## src/rtl/prog_harness_loader.sv

```systemverilog
// Test-harness wrapper: loads an image into data memory with the CPU in reset, runs the CPU
// until done or timeout, then streams a result window out of data memory.
module prog_harness_loader #(
  parameter int LOAD_COUNT   = 64,
  parameter int RESULT_BASE  = 64,
  parameter int RESULT_COUNT = 16,
  parameter int TIMEOUT      = 4095
) (
  input  logic        clk,
  input  logic        reset,
  input  logic        in_valid,
  input  logic [7:0]  in_data,
  output logic        in_ready,
  output logic        mem_sel,
  output logic        mem_we,
  output logic [7:0]  mem_addr,
  output logic [7:0]  mem_wdata,
  input  logic [7:0]  mem_rdata,
  output logic        cpu_reset,
  input  logic        cpu_done,
  output logic        out_valid,
  output logic [7:0]  out_data,
  input  logic        out_ready,
  output logic [15:0] run_cycles,
  output logic        finished,
  output logic        timeout_err
);

  typedef enum logic [2:0] {
    S_LOAD,
    S_START,
    S_RUN,
    S_DRAIN,
    S_FIN,
    S_ERR
  } state_t;

  localparam logic [8:0]  LOAD_LAST = 9'(LOAD_COUNT - 1);
  localparam logic [8:0]  RES_LAST  = 9'(RESULT_COUNT - 1);
  localparam logic [15:0] TO_LAST   = 16'(TIMEOUT - 1);
  localparam logic [7:0]  RES_BASE8 = 8'(RESULT_BASE % 256);

  state_t      state_q, state_d;
  logic [8:0]  cnt_q, cnt_d;
  logic [15:0] run_cycles_q, run_cycles_d;

  always_ff @(posedge clk) begin
    if (reset) begin
      state_q      <= S_LOAD;
      cnt_q        <= '0;
      run_cycles_q <= '0;
    end else begin
      state_q      <= state_d;
      cnt_q        <= cnt_d;
      run_cycles_q <= run_cycles_d;
    end
  end

  assign run_cycles = run_cycles_q;

  always_comb begin
    state_d      = state_q;
    cnt_d        = cnt_q;
    run_cycles_d = run_cycles_q;
    in_ready     = 1'b0;
    mem_sel      = 1'b1;
    mem_we       = 1'b0;
    mem_addr     = cnt_q[7:0];
    mem_wdata    = in_data;
    cpu_reset    = 1'b1;
    out_valid    = 1'b0;
    out_data     = mem_rdata;
    finished     = 1'b0;
    timeout_err  = 1'b0;

    // Outputs stay in their safe reset values while reset is held.
    if (!reset) begin
      unique case (state_q)
        S_LOAD: begin
          in_ready = 1'b1;
          if (in_valid) begin
            mem_we = 1'b1;
            if (cnt_q == LOAD_LAST) begin
              cnt_d   = '0;
              state_d = S_START;
            end else begin
              cnt_d = cnt_q + 9'd1;
            end
          end
        end
        S_START: begin
          // One extra reset edge for the CPU after the final image write.
          run_cycles_d = '0;
          state_d      = S_RUN;
        end
        S_RUN: begin
          mem_sel   = 1'b0;
          cpu_reset = 1'b0;
          if (run_cycles_q != 16'hFFFF) run_cycles_d = run_cycles_q + 16'd1;
          if (cpu_done) begin
            cnt_d   = '0;
            state_d = S_DRAIN;
          end else if (run_cycles_q == TO_LAST) begin
            state_d = S_ERR;
          end
        end
        S_DRAIN: begin
          mem_addr  = RES_BASE8 + cnt_q[7:0];
          out_valid = 1'b1;
          if (out_ready) begin
            cnt_d = cnt_q + 9'd1;
            if (cnt_q == RES_LAST) state_d = S_FIN;
          end
        end
        S_FIN: begin
          finished = 1'b1;
        end
        S_ERR: begin
          timeout_err = 1'b1;
        end
        default: begin
          state_d = S_LOAD;
        end
      endcase
    end
  end

endmodule

```

## config.mk

```make
export PLATFORM = sky130hd
export DESIGN_NAME = prog_harness_loader
export DESIGN_NICKNAME = d
export VERILOG_FILES = /design/src/rtl/prog_harness_loader.sv
export SDC_FILE = /design/constraint.sdc
export NUM_CORES = 1
export LEC_CHECK = 0
export CAP_MARGIN = 10
export CORE_MARGIN = 2
export CORE_UTILIZATION = 25
export CTS_BUF_LIST = sky130_fd_sc_hd__clkbuf_16
export CTS_CLUSTER_DIAMETER = 60
export DETAILED_ROUTE_END_ITERATION = 8
export HOLD_SLACK_MARGIN = 0.12
export MAX_ROUTING_LAYER = met4
export PLACE_DENSITY_LB_ADDON = 0.3
export SLEW_MARGIN = 10
export SYNTH_ARGS = -nofsm -noshare
export SYNTH_HDL_FRONTEND = slang
export SYNTH_SLANG_ARGS = --single-unit
```

## constraint.sdc

```tcl
create_clock -name clk -period 2.7 [get_ports clk]
set_input_delay 0.27 -clock clk [delete_from_list [all_inputs] [get_ports clk]]
set_output_delay 0.27 -clock clk [all_outputs]
set_load 0.02 [all_outputs]
```

After elaboration in Yosys (flattened, before gate mapping)
Cells that the tools add are included.
W data, S select, Z words.
{"block": "totals", "mem_count": 0, "inputBits": 21, "elab_cells": 59, "mem_bits_ro": 0, "ram_bits": 0, "latch_bits": 0, "out_inout_bits": 47, "ff_bits": 28}
{"block": "op_classes", "shift": 0, "n_eq_ne": 16, "bitwise_logic": 1, "add_sub_neg": 3, "div_mod_pow": 0, "n_mux": 29, "n_mul": 0, "reduce_logical": 7, "magnitude_cmp": 0}
{"operator": "$mux W9", "n": 4}
{"operator": "$pmux W16 S2", "n": 1}
{"operator": "$pmux W9 S3", "n": 1}
{"operator": "$mux W3", "n": 6}
{"operator": "$add A16 B1 Y16 const B", "n": 1}
{"operator": "$eq A16 B12 Y1 const B", "n": 1}
{"operator": "$mux W16", "n": 1}
{"operator": "$mux W8", "n": 2}
{"operator": "$ne A16 B16 Y1 const B", "n": 1}
{"operator": "$pmux W3 S5", "n": 1}
{"operator": "$mux W1", "n": 13}
{"operator": "$ne A2 B2 Y1 const B", "n": 6}
{"operator": "$add A9 B1 Y9 const B", "n": 1}
{"operator": "$eq A9 B4 Y1 const B", "n": 1}
{"operator": "$eq A9 B6 Y1 const B", "n": 1}
{"operator": "$add A7 B8 Y8 const A", "n": 1}
{"operator": "$eq A3 B2 Y1 const B", "n": 2}
{"operator": "$eq A3 B3 Y1 const B", "n": 2}
{"operator": "$reduce_and A6 Y1", "n": 1}
{"operator": "$reduce_and A4 Y1", "n": 1}
{"operator": "$eq A3 B1 Y1 const B", "n": 1}
{"operator": "$logic_not A3 Y1", "n": 1}
{"operator": "$ne A3 B3 Y1 const B", "n": 1}
{"operator": "$reduce_bool A3 Y1", "n": 1}
{"operator": "other kinds (4)", "n": 4}

Longest topological paths before layout
Gate-level depths: netlist of the first run.
{"block": "depth", "ltp_word": 4, "mapped_depth": 7, "depth_no_buf": 6}

Worst setup path after synthesis of the first run
No wires, ideal clock.
{"block": "synth_timing", "path_type": "flip-flop to flip-flop", "start": "register run_cycles_q[0] (netlist: run_cycles[0])", "end": "register run_cycles_q[14] (netlist: run_cycles[14])", "path_buffers": 1, "synth_period_minus_slack_ns": 2.032, "setup_time_ns": 0.127, "arrival_ns": 1.906, "required_time_ns": 2.573, "path_slack_ns": 0.668, "path_stages_with_launch": 8, "path_cell_list": "dfxtp_1 -> ha_1 -> nand3_2 -> or3_1 -> buf_2 -> nor4b_4 -> xnor2_1 -> nor2_2"}
{"block": "synth_between", "elab_chain_len": 3, "elab_cells_between_ends": 6, "classes_between": "add/sub (1); eq/ne (2); mux (2); reduce/logical (1)"}
{"element": "start: declaration", "line_no": "45", "source": "logic [15:0] run_cycles_q, run_cycles_d;"}
{"element": "start signal: assignment", "line_no": "55", "source": "run_cycles_q <= run_cycles_d;"}
{"element": "$add A16 B1 Y16 / $ne A16 B16 Y1 (equally long branches)", "line_no": "99", "source": "if (run_cycles_q != 16'hFFFF) run_cycles_d = run_cycles_q + 16'd1;"}
{"element": "$mux W16 / $ne A2 B2 Y1 (equally long branches)"}
{"element": "$pmux W16 S2 / $reduce_and A2 Y1 (equally long branches)"}
Parallel ways exist; a longest one is shown, timed or not. The select of a mux whose other input is x is not followed.
A chain may end at the register's enable or synchronous reset.

Final worst setup path of the first run
{"block": "layout_timing", "start": "register state_q[1]", "end": "output mem_addr[7]"}
{"block": "layout_between", "elab_chain_len": 3}
{"element": "start: declaration", "line_no": "43", "source": "state_t state_q, state_d;"}
{"element": "start signal: assignment", "line_no": "53", "source": "state_q <= state_d;"}
{"element": "$eq A3 B2 Y1", "line_no": "78", "source": "unique case (state_q)"}
{"element": "$mux W8", "line_no": "78"}
{"element": "$mux W8", "line_no": "77", "source": "if (!reset) begin"}
{"element": "end: declaration", "line_no": "16", "source": "output logic [7:0] mem_addr,"}
Every way passes these cells.

==> results.md, run 1 <==
- **series of cell instances along the critical path** nand2b_4 > nor2_1 > buf_4 > nand2_1 > o21ai_0 > clkdlybuf4s50_1
- **horizontal die dimension** 91.0 µm
- **utilization after layout** 0.310
- **number of antenna violations at the first check in global routing** 0
- **total wire length** 4160 µm
- **Post-Synthesis Cell Area** 1890 µm²
- **Mapped Avg Cell Area** 9.01 µm²
- **Hold-fix buffers, CTS** 0
- **top library cells by usage in the layout, fill and taps aside** 35 x clkdlybuf4s50_1, 28 x dfxtp_1, 17 x nor2_1, 14 x xnor2_1, 11 x nor2_2
- **clock skew** 0.00573 ns
- **CP max-delay cell** clkdlybuf4s50_1
- **sequential-to-total area share from yosys stat** 0.296
- **Lkg Pwr** 0.747 nW
- **clock insertion delay at the later pin of the skew report** 0.26 ns
- **YS warnings** 0
- **Clock Sinks** 28
- **total non-filler cell area in the finished layout** 2260 µm²
- **Synth area leader** dfxtp_1
- **worst endpoint required time** 2.43 ns
- **HPWL after detailed placement** 3050 µm
- **number of buffers inserted during clock tree synthesis** 3
- **destination of the worst hold path** cnt_q[8]
- **startpoint kind of the worst setup timing path** flip-flop
- **post-synthesis async set-or-reset flop share** 0
- **final setup violation count** 0
- **via count of the first global-routing pass** 1,413
- **core area** 7290 µm²
- **Buffers on Ports** 35
- **overall track demand over capacity in global routing** 0.108
- **worst hold start** cnt_q[8]
- **ys flop type** dfxtp_1
- **Max Freq** 0.431 GHz
- **Power Total** 0.826 mW
- **clock transition at the registers of the reported paths** 0.07 ns
- **detailed-route DRC error count** 0
- **capturing element type of the critical path** primary output
- **number of levels in the clock H-tree** 1
- **unrepaired setup endpoints after global routing** false
- **vias after detailed routing** 1,437
- **routed vias/inst** 4.48
- **fin crit share** 0.858
- **number of buffers on the longest clock path** 2
- **top post-synthesis cells by area** dfxtp_1 30%, buf_4 9.5%, xnor2_1 6.5%
- **max-slew violations** 0
- **Multi-input gate area** 1090 µm²
- **leading cell type in the layout, fill and taps excluded** clkdlybuf4s50_1
- **number of DRC markers in iteration 0** 28
- **worst flop-to-flop path startpoint** run_cycles[0]
- **net count of the mapped netlist** 236
- **die boundary height** 91.0 µm
- **number of enable-type register cells in the synthesized netlist** 0
- **Register Area** 561 µm²
- **gr ovfl total** 0
- **number of endpoints with negative hold slack in the final report** 0
- **min-delay worst type** flip-flop to flip-flop
- **overall die area** 8280 µm²
- **Worst Tran Pin Value** 0.748 ns
- **average wire length per cell after detail routing** 13.0 µm
- **setup_tns** 0 ns
- **Antenna Violating Nets Remaining** 0
- **standard-cell rows** 31
- **ratio of total power to cell area** 365 nW/µm²
- **cell depth of the worst flop-to-flop path** 6
- **setup fix buffers added after clock tree synthesis** 0
- **# diodes** 0
- **type of the setup path with the least slack** flip-flop to primary output
- **Initial DRT Pass Iterations** 4
- **worst reg2reg path endpoint** run_cycles[14]
- **peak supply drop** 0.000157 V
- **gate count of the mapped netlist** 210
- **share of the synthesized area in the top cell type** 0.296
- **number of distinct standard cells referenced by the synthesized netlist** 52
- **biggest cell delay along the critical path** 0.64 ns
- **wire length of the first global-routing pass** 7040 µm
- **setup slack of the worst register-to-register path** 0.57 ns
- **share of layout cells above drive strength 1** 0.153
- **filler instances** 812
- **highest net fanout along the worst path** 12
- **TritonCTS clock tree** yes
- **final layout net count** 249
- **RePlAce Congestion** 0.757
- **signed area change from the synthesized netlist to the final layout** 19.4%
- **PostCTS Resize Cnt** 0
- **Final min period** 2.32 ns
- **count of boundary I/O pins** 68
- **arrival time worst endpoint** 2.05 ns
- **result of the run** finished clean
- **largest net degree at the start of global routing** 16
- **area after detailed placement** 2180 µm²
- **root buffer cell** clkbuf_16
- **Initial Util** 0.260
- **#FFs+latches synth** 28
- **number of maximum-capacitance constraint violations** 0
- **cell depth of the worst min-delay path** 2
- **normalized max-slew margin** 0.498
-- cell usage after synthesis (all sizes together) (3+ instances only) --
master   n
buf     28
dfxtp   28
nor2    28
xnor2   14
nand3   11
nand4    8
a21oi    7
inv      7
nand2    7
nor3     7
o21ai    6
xor2     6
and4     5
ha       5
mux2i    5
or3      5
and3     3
clkbuf   3
nand2b   3
nor4     3
or4      3
-- metal layers --
layer  share of wire  global-route usage  wire (µm)  vias to the layer above
met5               0                   -          0                        -
met3           0.043              0.0282        177                        2
li1                -                   -          -                      741
met2            0.46               0.163       1900                       27
met1            0.49               0.140       2050                      667
met4          0.0082              0.0354         34                        0
-- metrics by stage --
stage	instances	worst slack (ns)	hold slack, ns
floorplan	210	0.668	0.455
global placement	317	0.455	0.518
detailed placement	317	0.446	0.523
CTS	321	0.314	0.540
global route	321	0.238	0.540
finish	321	0.382	0.539
-- final cells by class --
cell class | instances | area share
flip-flops and latches | 28 | 0.248
repair buffers | 39 | 0.168
clock buffers | 3 | 0.0332
multi-input cells | 144 | 0.482
well taps | 99 | 0.0548
inverters | 7 | 0.0116
clock inverters | 1 | 0.00166
-- flip-flops by register name (all words and copies together) (netlist names) --
register	cells
run_cycles	16
state_q	3
cnt_q	9
-- worst max path at each step --
stage | from | end | slack, ns | depth (start not counted)
2_1_floorplan | run_cycles[0] | run_cycles[14] | 0.67 | 7
3_3_place_gp | reset | mem_addr[7] | 0.46 | 6
3_5_place_dp | reset | mem_addr[7] | 0.45 | 6
4_1_cts | state_q[1] | mem_addr[7] | 0.31 | 6
5_1_grt | state_q[1] | mem_addr[7] | 0.24 | 6
6_report | state_q[1] | mem_addr[7] | 0.38 | 6
-- worst max-delay path: cells and delay by family, from the launching register on --
kind / cells / cell delay [ns]
buffers and inverters: 2 / 0.77
and+or+nand+nor: 3 / 0.29
AOI/OAI and AO/OA: 1 / 0.09
DFF: 1 / 0.62
-- report_power, final --
| group | total [mW] | switching (mW) | internal, mW |
|---|---|---|---|
| registers | 0.421 | 0.00512 | 0.416 |
| logic | 0.0552 | 0.0296 | 0.0255 |
| clock network | 0.350 | 0.151 | 0.199 |
-- cell families after synthesis --
family | after synthesis | share of synthesized area
and+or+nand+nor | 90 | 0.314
buffers and inverters | 38 | 0.128
DFF | 28 | 0.296
AOI/OAI and AO/OA | 24 | 0.110
xor gates and xnor gates | 20 | 0.0925
muxes | 5 | 0.0264
adders and majority gates | 5 | 0.0330
Power figures use the tool's default switching activity.
==> inputs of run 2 (changes only) <==
--- a/config.mk
+++ b/config.mk
@@ -7,7 +7,7 @@
 export LEC_CHECK = 0
 export CAP_MARGIN = 10
 export CORE_MARGIN = 2
-export CORE_UTILIZATION = 25
+export CORE_UTILIZATION = 48
 export CTS_BUF_LIST = sky130_fd_sc_hd__clkbuf_16
 export CTS_CLUSTER_DIAMETER = 60
 export DETAILED_ROUTE_END_ITERATION = 8
==> results.md, run 2 (same netlist as run 1, synthesis figures left out) <==
- **overall track demand over capacity in global routing** 0.182, was 0.108
- **number of antenna violations at the first check in global routing** 0, unchanged
- **Buffers on Ports** 35, unchanged
- **HPWL after detailed placement** 2600 µm, was 3050 µm
- **delay-heaviest family, CP** buffers and inverters, unchanged
- **number of DRC markers in iteration 0** 74, was 28
- **fin crit share** 0.867, was 0.858
- **min-delay worst type** primary input to primary output, was flip-flop to flip-flop
- **Final min period** 2.34 ns, was 2.32 ns
- **Clk network pwr share** 0.480, was 0.424
- **core area** 3720 µm², was 7290 µm²
- **net switching power figure** 0.179 mW, was 0.186 mW
- **Antenna Violating Nets Remaining** 0, unchanged
- **Net Sw Frac** 0.195, was 0.225
- **via count of the first global-routing pass** 1,338, was 1,413
- **clock insertion delay at the later pin of the skew report** 0.26 ns, about the same
- **overall die area** 4460 µm², was 8280 µm²
- **average wire length per cell after detail routing** 13.3 µm, was 13.0 µm
- **clock skew** 0.00348 ns, was 0.00573 ns
- **origin of the worst setup path** state_q[1], unchanged
- **type of the setup path with the least slack** flip-flop to primary output, unchanged
- **standard-cell rows** 22, was 31
- **gr ovfl total** 0, unchanged
- **Worst Tran Pin Value** 0.777 ns, was 0.748 ns
- **arrival time worst endpoint** 2.07 ns, was 2.05 ns
- **number of endpoints with negative hold slack in the final report** 0, unchanged
- **sum of met2 wire segment lengths after detailed routing** 1650 µm, was 1900 µm
- **highest net fanout along the worst path** 12, unchanged
- **Routed met3 length** 179 µm, was 177 µm
- **Clock Sinks** 28, unchanged
- **die boundary height** 66.8 µm, was 91.0 µm
- **Max Freq** 0.427 GHz, was 0.431 GHz
- **final layout net count** 247, was 249
- **min setup slack post-route** 0.360 ns, was 0.382 ns
- **Worst Hold Margin** 0.540 ns, was 0.539 ns
- **number of levels in the clock H-tree** 1, unchanged
- **share of layout cells above drive strength 1** 0.150, was 0.153
- **RePlAce Congestion** 0.856, was 0.757
- **top library cells by usage in the layout, fill and taps aside** 35 x clkdlybuf4s50_1, 28 x dfxtp_1, 17 x nor2_1, 14 x xnor2_1, 11 x nor2_2, unchanged
- **worst hold start** in_data[6], was cnt_q[8]
- **# diodes** 0, unchanged
- **largest net degree at the start of global routing** 17, was 16
- **routed vias/inst** 5.51, was 4.48
- **PostCTS Resize Cnt** 0, unchanged
- **clock transition at the registers of the reported paths** 0.07 ns, about the same
- **number of maximum-capacitance constraint violations** 0, unchanged
- **setup fix buffers added after clock tree synthesis** 0, unchanged
- **Gate power share** 0.060, was 0.067
- **setup slack of the worst register-to-register path** 0.57 ns, about the same
- **routed metal-1 wirelength** 1670 µm, was 2050 µm
- **max-slew violations** 0, unchanged
- **root buffer cell** clkbuf_16, unchanged
- **Initial DRT Pass Iterations** 4, unchanged
- **highest metal layer with signal wires** met4, unchanged
- **Hold-fix buffers, CTS** 0, unchanged
- **startpoint kind of the worst setup timing path** flip-flop, unchanged
- **Lkg Pwr** 0.749 nW, was 0.747 nW
- **capturing element type of the critical path** primary output, unchanged
- **Internal Dissipation** 0.737 mW, was 0.640 mW
- **result of the run** finished clean, unchanged
- **number of buffer and inverter instances along the worst setup path** 1, was 2
- **max reg flops** 16, unchanged
- **horizontal die dimension** 66.8 µm, was 91.0 µm
- **total wire length** 3580 µm, was 4160 µm
- **normalized max-slew margin** 0.478, was 0.498
- **wire length of the first global-routing pass** 6180 µm, was 7040 µm
- **detailed-route DRC error count** 0, unchanged
- **setup_tns** 0 ns, unchanged
- **number of buffers inserted during clock tree synthesis** 3, unchanged
- **leading cell type in the layout, fill and taps excluded** clkdlybuf4s50_1, unchanged
- **signed area change from the synthesized netlist to the final layout** 16.6%, was 19.4%
- **vias after detailed routing** 1,476, was 1,437
- **peak supply drop** 0.000194 V, was 0.000157 V
- **final setup violation count** 0, unchanged
- **series of cell instances along the critical path** nand2b_4 > nor2_1 > nand2_1 > o21ai_0 > clkdlybuf4s50_1, was nand2b_4 > nor2_1 > buf_4 > nand2_1 > o21ai_0 > clkdlybuf4s50_1
- **proportion of power drawn by flip-flops and latches** 0.460, was 0.510
- **ratio of total power to cell area** 415 nW/µm², was 365 nW/µm²
- **TritonCTS clock tree** yes, unchanged
- **biggest cell delay along the critical path** 0.62 ns, was 0.64 ns
- **CP max-delay cell** clkdlybuf4s50_1, unchanged
- **number of buffers on the longest clock path** 2, unchanged
- **count of boundary I/O pins** 68, unchanged
- **Post-Place Setup Slack** 0.466 ns, was 0.446 ns
- **worst endpoint required time** 2.43 ns, about the same
- **worst flop-to-flop path startpoint** run_cycles[0], unchanged
- **unrepaired setup endpoints after global routing** false, unchanged
- **Initial Util** 0.509, was 0.260
-- run 2: changes by cell type in the layout (fill, tap and decap cells not counted) --
cell / delta
clkinv_1: -1
bufinv_16: +1
buf_4: -2
-- run 2: worst reg2reg max path: stages, from the launching register on --
cell	delay, ns
dfxtp_1	0.44
ha_1	0.40
nand3_2	0.16
or3_1	0.49
nor4b_4	0.31
xnor2_1	0.17
nor2_2	0.04
-- run 2: final timing paths --
| kind | end | cells past startpoint |
|---|---|---|
| max reg2reg | run_cycles[14] | 6 |
| max | mem_addr[7] | 5 |
| min reg2reg | run_cycles[11] | 2 |
| min | mem_wdata[6] | 0 |
-- run 2: layout make-up --
type	count	area (µm²)
multi-input combinational	144	1090
clock inverter	1	30.0
sequential	28	561
timing repair buffer	37	365
clock buffer	3	75.1
inverter	7	26.3
fill	336	1510
tap	48	60.1
-- run 2: power by group through the flow --
stage          combinational [mW]  clock [mW]  sequential [mW]
2_1_floorplan              0.0732           0            0.429
3_3_place_gp               0.0551           0            0.431
3_5_place_dp               0.0555           0            0.431
4_1_cts                    0.0555       0.447            0.421
5_1_grt                    0.0598       0.469            0.421
6_report                   0.0548       0.440            0.421
-- run 2: per-layer routing --
| layer | vias up | global-route usage |
|---|---|---|
| met3 | 9 | 0.0355 |
| met4 | 0 | 0.0740 |
| met2 | 39 | 0.278 |
| li1 | 737 | - |
| met1 | 691 | 0.238 |
| met5 | - | - |
-- run 2: through the flow --
stage	area, µm²	total power [mW]	util	instances
6_report	2210	0.916	0.594	268
5_1_grt	2210	0.950	0.594	268
4_1_cts	2210	0.924	0.594	268
3_5_place_dp	2100	0.486	0.566	264
3_3_place_gp	2100	0.486	0.566	264
2_1_floorplan	1890	0.503	-	210
